[src/rtl/pin_access_pkg.sv]
// rtl/pin_access_pkg.sv - shared state, message codes and sizing helper for the PIN access controller
package pin_access_pkg;

    typedef enum logic [1:0] {
        ST_IDLE     = 2'd0,
        ST_WAIT_PIN = 2'd1,
        ST_GRANTED  = 2'd2,
        ST_LOCKED   = 2'd3
    } state_t;

    localparam logic [3:0] MSG_IDLE    = 4'b0000;
    localparam logic [3:0] MSG_ENTER   = 4'b0001;
    localparam logic [3:0] MSG_WRONG   = 4'b0010;
    localparam logic [3:0] MSG_LOCKED  = 4'b1000;
    localparam logic [3:0] MSG_WELCOME = 4'b1111;

    function automatic int max3(input int a, input int b, input int c);
        int m;
        m = (a > b) ? a : b;
        return (m > c) ? m : c;
    endfunction

endpackage

[src/rtl/pin_access_controller_if.sv]
// rtl/pin_access_controller_if.sv - keypad/session request side and status side of the controller
interface pin_access_controller_if #(
    parameter int PIN_WIDTH = 4,
    parameter int MAX_TRIES = 3
);
    localparam int FC_W = $clog2(MAX_TRIES + 1);

    logic                 HasAccess;
    logic                 pin_valid;
    logic [PIN_WIDTH-1:0] Input_Pin;
    logic                 pin_ready;
    logic [3:0]           message;
    logic                 Welcome;
    logic                 locked;
    logic [FC_W-1:0]      fail_count;

    modport master (
        output HasAccess, pin_valid, Input_Pin,
        input  pin_ready, message, Welcome, locked, fail_count
    );

    modport slave (
        input  HasAccess, pin_valid, Input_Pin,
        output pin_ready, message, Welcome, locked, fail_count
    );

endinterface

[src/rtl/access_timer.sv]
// rtl/access_timer.sv - loadable down-counter; a load of K pulses expired in the K-th following cycle
module access_timer #(
    parameter int WIDTH = 6
) (
    input  logic             clk,
    input  logic             rst,
    input  logic             load,
    input  logic [WIDTH-1:0] load_val,
    output logic             expired
);

    logic [WIDTH-1:0] count;

    always_ff @(posedge clk) begin
        if (rst) begin
            count <= '0;
        end else if (load) begin
            count <= load_val;
        end else if (count != '0) begin
            count <= count - 1'b1;
        end
    end

    assign expired = !load && (count == WIDTH'(1));

endmodule

[src/rtl/pin_access_controller.sv]
// rtl/pin_access_controller.sv - session FSM, failure counter and registered status outputs
module pin_access_controller
    import pin_access_pkg::*;
#(
    parameter int                   PIN_WIDTH      = 4,
    parameter logic [PIN_WIDTH-1:0] STORED_PIN     = 4'b1111,
    parameter int                   MAX_TRIES      = 3,
    parameter int                   GRANT_CYCLES   = 8,
    parameter int                   LOCK_CYCLES    = 16,
    parameter int                   TIMEOUT_CYCLES = 32
) (
    input  logic                   clk,
    input  logic                   rst,
    pin_access_controller_if.slave bus
);

    localparam int FC_W  = $clog2(MAX_TRIES + 1);
    localparam int TMR_W = $clog2(max3(GRANT_CYCLES, LOCK_CYCLES, TIMEOUT_CYCLES)) + 1;

    state_t          state, state_nx;
    logic [FC_W-1:0] fail_q, fail_nx, fail_inc;
    logic            wrong_q, wrong_nx;
    logic            match, will_lock;

    logic             tmr_load;
    logic [TMR_W-1:0] tmr_val;
    logic             tmr_expired;

    logic       ready_q, welcome_q, locked_q;
    logic [3:0] msg_q, msg_nx;

    assign match     = (bus.Input_Pin == STORED_PIN);
    assign fail_inc  = (fail_q == FC_W'(MAX_TRIES)) ? fail_q : fail_q + 1'b1;
    assign will_lock = (fail_inc == FC_W'(MAX_TRIES));

    // Kept apart from the next-state block so the load never depends on tmr_expired.
    always_comb begin
        tmr_load = 1'b0;
        tmr_val  = '0;
        case (state)
            ST_IDLE: begin
                if (bus.HasAccess) begin
                    tmr_load = 1'b1;
                    tmr_val  = TMR_W'(TIMEOUT_CYCLES);
                end
            end
            ST_WAIT_PIN: begin
                if (bus.HasAccess && bus.pin_valid) begin
                    tmr_load = 1'b1;
                    if (match)          tmr_val = TMR_W'(GRANT_CYCLES);
                    else if (will_lock) tmr_val = TMR_W'(LOCK_CYCLES);
                    else                tmr_val = TMR_W'(TIMEOUT_CYCLES);
                end
            end
            default: ;
        endcase
    end

    always_comb begin
        state_nx = state;
        fail_nx  = fail_q;
        wrong_nx = wrong_q;
        case (state)
            ST_IDLE: begin
                if (bus.HasAccess) begin
                    state_nx = ST_WAIT_PIN;
                    wrong_nx = 1'b0;
                end
            end
            ST_WAIT_PIN: begin
                if (!bus.HasAccess) begin
                    state_nx = ST_IDLE;
                end else if (bus.pin_valid) begin
                    if (match) begin
                        state_nx = ST_GRANTED;
                        fail_nx  = '0;
                    end else begin
                        fail_nx  = fail_inc;
                        wrong_nx = 1'b1;
                        if (will_lock) state_nx = ST_LOCKED;
                    end
                end else if (tmr_expired) begin
                    state_nx = ST_IDLE;
                end
            end
            ST_GRANTED: begin
                if (!bus.HasAccess || tmr_expired) state_nx = ST_IDLE;
            end
            ST_LOCKED: begin
                if (tmr_expired) begin
                    state_nx = ST_IDLE;
                    fail_nx  = '0;
                end
            end
            default: state_nx = ST_IDLE;
        endcase
    end

    always_comb begin
        msg_nx = MSG_IDLE;
        case (state_nx)
            ST_WAIT_PIN: msg_nx = wrong_nx ? MSG_WRONG : MSG_ENTER;
            ST_GRANTED:  msg_nx = MSG_WELCOME;
            ST_LOCKED:   msg_nx = MSG_LOCKED;
            default:     msg_nx = MSG_IDLE;
        endcase
    end

    always_ff @(posedge clk) begin
        if (rst) begin
            state     <= ST_IDLE;
            fail_q    <= '0;
            wrong_q   <= 1'b0;
            ready_q   <= 1'b0;
            welcome_q <= 1'b0;
            locked_q  <= 1'b0;
            msg_q     <= MSG_IDLE;
        end else begin
            state     <= state_nx;
            fail_q    <= fail_nx;
            wrong_q   <= wrong_nx;
            ready_q   <= (state_nx == ST_WAIT_PIN);
            welcome_q <= (state_nx == ST_GRANTED);
            locked_q  <= (state_nx == ST_LOCKED);
            msg_q     <= msg_nx;
        end
    end

    access_timer #(.WIDTH(TMR_W)) u_timer (
        .clk      (clk),
        .rst      (rst),
        .load     (tmr_load),
        .load_val (tmr_val),
        .expired  (tmr_expired)
    );

    assign bus.pin_ready  = ready_q;
    assign bus.message    = msg_q;
    assign bus.Welcome    = welcome_q;
    assign bus.locked     = locked_q;
    assign bus.fail_count = fail_q;

endmodule

[src/flat_wrapper.sv]
// flat-port wrapper written by rule: the top's interface ports become plain ports
module pin_access_controller_flat import pin_access_pkg::*;
#(
    parameter int                   PIN_WIDTH      = 4,
    parameter logic [PIN_WIDTH-1:0] STORED_PIN     = 4'b1111,
    parameter int                   MAX_TRIES      = 3,
    parameter int                   GRANT_CYCLES   = 8,
    parameter int                   LOCK_CYCLES    = 16,
    parameter int                   TIMEOUT_CYCLES = 32
)
  (clk, rst, bus_HasAccess, bus_pin_valid, bus_Input_Pin, bus_pin_ready, bus_message, bus_Welcome, bus_locked, bus_fail_count);
  pin_access_controller_if #(.PIN_WIDTH(PIN_WIDTH), .MAX_TRIES(MAX_TRIES)) bus_i ();
  input  logic clk;
  input  logic rst;
  input wire logic [$bits(bus_i.HasAccess)-1:0] bus_HasAccess;
  input wire logic [$bits(bus_i.pin_valid)-1:0] bus_pin_valid;
  input wire logic [$bits(bus_i.Input_Pin)-1:0] bus_Input_Pin;
  output wire logic [$bits(bus_i.pin_ready)-1:0] bus_pin_ready;
  output wire logic [$bits(bus_i.message)-1:0] bus_message;
  output wire logic [$bits(bus_i.Welcome)-1:0] bus_Welcome;
  output wire logic [$bits(bus_i.locked)-1:0] bus_locked;
  output wire logic [$bits(bus_i.fail_count)-1:0] bus_fail_count;
  assign bus_i.HasAccess = bus_HasAccess;
  assign bus_i.pin_valid = bus_pin_valid;
  assign bus_i.Input_Pin = bus_Input_Pin;
  assign bus_pin_ready = bus_i.pin_ready;
  assign bus_message = bus_i.message;
  assign bus_Welcome = bus_i.Welcome;
  assign bus_locked = bus_i.locked;
  assign bus_fail_count = bus_i.fail_count;
  pin_access_controller #(.PIN_WIDTH(PIN_WIDTH), .STORED_PIN(STORED_PIN), .MAX_TRIES(MAX_TRIES), .GRANT_CYCLES(GRANT_CYCLES), .LOCK_CYCLES(LOCK_CYCLES), .TIMEOUT_CYCLES(TIMEOUT_CYCLES)) u_core (.clk(clk), .rst(rst), .bus(bus_i));
endmodule
[config.mk]
export PLATFORM = sky130hd
export DESIGN_NAME = pin_access_controller_flat
export DESIGN_NICKNAME = d
export VERILOG_FILES = /design/src/rtl/pin_access_pkg.sv /design/src/rtl/pin_access_controller_if.sv /design/src/rtl/access_timer.sv /design/src/rtl/pin_access_controller.sv /design/src/flat_wrapper.sv
export SDC_FILE = /design/constraint.sdc
export NUM_CORES = 1
export LEC_CHECK = 0
export ABC_AREA = 0
export CAP_MARGIN = 20
export CELL_PAD_IN_SITES_DETAIL_PLACEMENT = 2
export CELL_PAD_IN_SITES_GLOBAL_PLACEMENT = 2
export CORE_MARGIN = 2
export CORE_UTILIZATION = 31
export CTS_CLUSTER_DIAMETER = 150
export CTS_CLUSTER_SIZE = 12
export DETAILED_ROUTE_END_ITERATION = 10
export PLACE_DENSITY = 0.76
export SYNTH_ARGS = -nofsm -noshare
export SYNTH_HDL_FRONTEND = slang
export SYNTH_SLANG_ARGS = --single-unit
[constraint.sdc]
create_clock -name clk -period 1.8 [get_ports clk]
set_clock_uncertainty 0.15 [all_clocks]
set_input_delay 0.36 -clock clk [delete_from_list [all_inputs] [get_ports clk]]
set_output_delay 0.36 -clock clk [all_outputs]
set_load 0.1 [all_outputs]
==> impl_metrics.yaml, run 1 <==
setup_path:
  crit-reg2reg-launch: "u_core.u_timer.count[1]"
  path_max_fanout: 5
  startpoint: "bus_pin_valid"
  r2r_cells: 5
  cp.required_ns: 1.88
  endpoint_kind: "register"
  crit_arrival_ns: 1.78
  regToRegSetupSlack_ns: 0.11
  reg2reg_to: "u_core.bus.Welcome"
  critPathLaunchType: "primary input"
  worstSetupPathType: "primary input to register"
cts:
  worstSkewPairLatency_ns: 0.29
  cts_buffer_depth: 2
  ctsHoldBuffers: 0
  root_buffer: "clkbuf_4"
  cts_tree: "done"
  cts_resized: 0
  clkTransAtPathRegs_ns: 0.10
  post_cts_buffers: 0
  numCtsBuffers: 3
  clock-sinks: 17
  h-tree-depth: 1
timing:
  period_needed_ns: 1.70
  grt_setup_unrepaired: "no"
  report.final.slew_viol_count: 0
  whs_ns: 0.421
  finalHoldViolCount: 0
  tightest_slew_ns: 0.421
  period_share: 0.944
  setup_viol: 0
  fmax_mhz: 589
  slew_headroom: 0.717
synth:
  synth_compound_area_frac: 0.234
  yosys.area_share.simple: 0.226
  synth_cell_types: 45
  muxShareOfSynthArea: 0.0118
  synth_cells: 83
  syn_area_sq_um: 846
  synth_xor_area_frac: 0.0414
  avgSynthCellArea_sq_um: 10.2
  yosysSeqAreaShare: 0.402
  ys_ff_latch: 17
  syn_nets: 94
  yosys.area_share.adder: 0.0444
  synth_top_family_by_area: "compound AO/OA/AOI/OAI gates"
  yosysWarnings: 0
floorplanning:
  core-area_sq_mm: 0.00252
  dieArea_sq_mm: 0.00316
  io_pins: 17
  die_w_um: 56.2
  fp.dieH_um: 56.2
  start_util: 0.335
  row_count: 18
global_routing:
  grt_max_degree: 11
  antenna_found_initial: 0
  grt_pass1_vias: 826
  grt_usage: 0.164
  gr-total-overflow: 0
  grt_pass1_wl_um: 3990
power_and_ir_drop:
  p_leak_nw: 0.492
  power_density_mw_per_mm2: 1080
  total_power_mw: 1.34
  max-vdd-ir-drop_mv: 0.502
layout:
  drive_above_1_share: 0.348
  nets: 124
  diodes: 0
  multi_input_area_sq_um: 475
  final_common_cell: "dfxtp_1"
  nFillCells: 274
  area_growth_pct: 46.7
  mostFrequentLayoutCells: "15 x dfxtp_1, 11 x buf_4, 9 x buf_12, 6 x inv_1, 6 x clkdlybuf4s50_1"
  regArea_sq_um: 343
drt:
  dr_total_vias: 753
  firstDrtPassIters: 2
  routedWlPerCell_um: 16.4
  postRouteAntennaNets: 0
  drt_iter0_drc: 13
  remaining_drc_errors: 0
  vias_per_cell: 5.30
  wl_um: 2320
worst_hold_path:
  min_to: "u_core.bus.fail_count[1]"
  hold_depth: 2
  hp-class: "register to register"
  min_from: "u_core.bus.fail_count[1]"
flow_run:
  cap_violations: 0
place:
  numPortBuffers: 16
  dp_hpwl_um: 1830
  gp_congestion: 0.744
status:
  status: "finished clean"
state kept, by name (all words and copies together) (netlist names):
signal and cells:
u_core.bus.pin_ready 1, u_core.bus.Welcome 1, u_core.state 2, u_core.u_timer.count 6, u_core.bus.message 3, u_core.bus.fail_count 2, u_core.wrong_q 1, u_core.bus.locked 1
Yosys cell counts, drive strengths merged:
master | number | area share
nand2 | 2 | 0.012
a211oi | 2 | 0.024
mux2i | 1 | 0.012
or3b | 1 | 0.013
or2 | 1 | 0.0074
a21oi | 3 | 0.027
nor3b | 2 | 0.018
nor2 | 6 | 0.030
inv | 6 | 0.027
a221oi | 2 | 0.028
o22ai | 1 | 0.0074
o21a | 1 | 0.0089
or2b | 1 | 0.0089
o21ai | 4 | 0.024
o2bb2ai | 2 | 0.028
and4 | 1 | 0.010
a41oi | 1 | 0.010
clkbuf | 1 | 0.0044
nor3 | 3 | 0.018
nand2b | 2 | 0.015
buf | 1 | 0.0089
ha | 3 | 0.044
nor4 | 1 | 0.025
and4b | 1 | 0.012
nand4b | 1 | 0.010
dfxtp | 17 | 0.40
a41o | 1 | 0.013
o211ai | 1 | 0.015
a21o | 1 | 0.0089
nand4 | 1 | 0.0074
a2111oi | 1 | 0.018
xor2 | 1 | 0.010
nor2b | 1 | 0.0074
xnor2 | 3 | 0.031
o211a | 1 | 0.012
a22o | 1 | 0.010
nand3b | 2 | 0.018
and2 | 2 | 0.015
metal layers:
metal  up-vias  part of all wire  global-route usage
met2         9              0.51               0.271
met5         -                 0                   0
met3         4             0.021              0.0209
li1        366                 -                   -
met4         0             0.013              0.0714
met1       374              0.45               0.213
logic make-up (layout without fill, tap and decap cells):
logic type,Yosys count,after routing
compound gates,22,22
xor+xnor,4,4
fa+ha+maj,3,3
buf+inv,8,37
flops,17,17
mux,1,1
simple gates,28,28
metrics by stage:
step           setup TNS (ns)  cells   util  setup WS (ns)  cell area, sq um
2_1_floorplan               0     83      -          0.127               848
3_5_place_dp            -3.04    138  0.479         -0.257              1210
5_1_grt                     0    142  0.492        0.00329              1240
3_3_place_gp            -2.11    138  0.479         -0.210              1210
6_report                    0    142  0.492          0.101              1240
4_1_cts                     0    142  0.490         0.0373              1230
power by group:
group	switching, mW	internal, mW	total [mW]
clock network	0.126	0.0827	0.208
registers	0.0814	0.440	0.521
logic	0.326	0.285	0.611
total	0.533	0.807	1.34
critical path: stages:
cell	delay (ns)
clkdlybuf4s50_1	0.51
and4b_1	0.30
o21ai_2	0.13
a21oi_2	0.29
and2_1	0.19
area by class of cell:
type,count,share of cell area
timing repair buffer,27,0.270
inverter,6,0.0181
multi-input combinational,58,0.383
sequential,17,0.276
clock buffer,3,0.0181
clock inverter,1,0.00403
tap,30,0.0302
worst max path at each step:
stage	slack (ns)	cells past startpoint	to
floorplan	0.13	3	u_core.bus.fail_count[0]
global placement	-0.21	5	u_core.bus.message[0]
detailed placement	-0.26	5	u_core.bus.message[0]
CTS	0.04	4	u_core.u_timer.count[5]
global route	0.003	4	u_core.bus.Welcome
finish	0.10	5	u_core.bus.Welcome
Note: power is estimated with default switching activity, not from simulation.
==> inputs of run 2 (changes only) <==
Settings changed: HOLD_SLACK_MARGIN set to 0.1.
==> results of run 2 <==
Same layout as run 1: the final DEF is identical, and so are final timing and power.
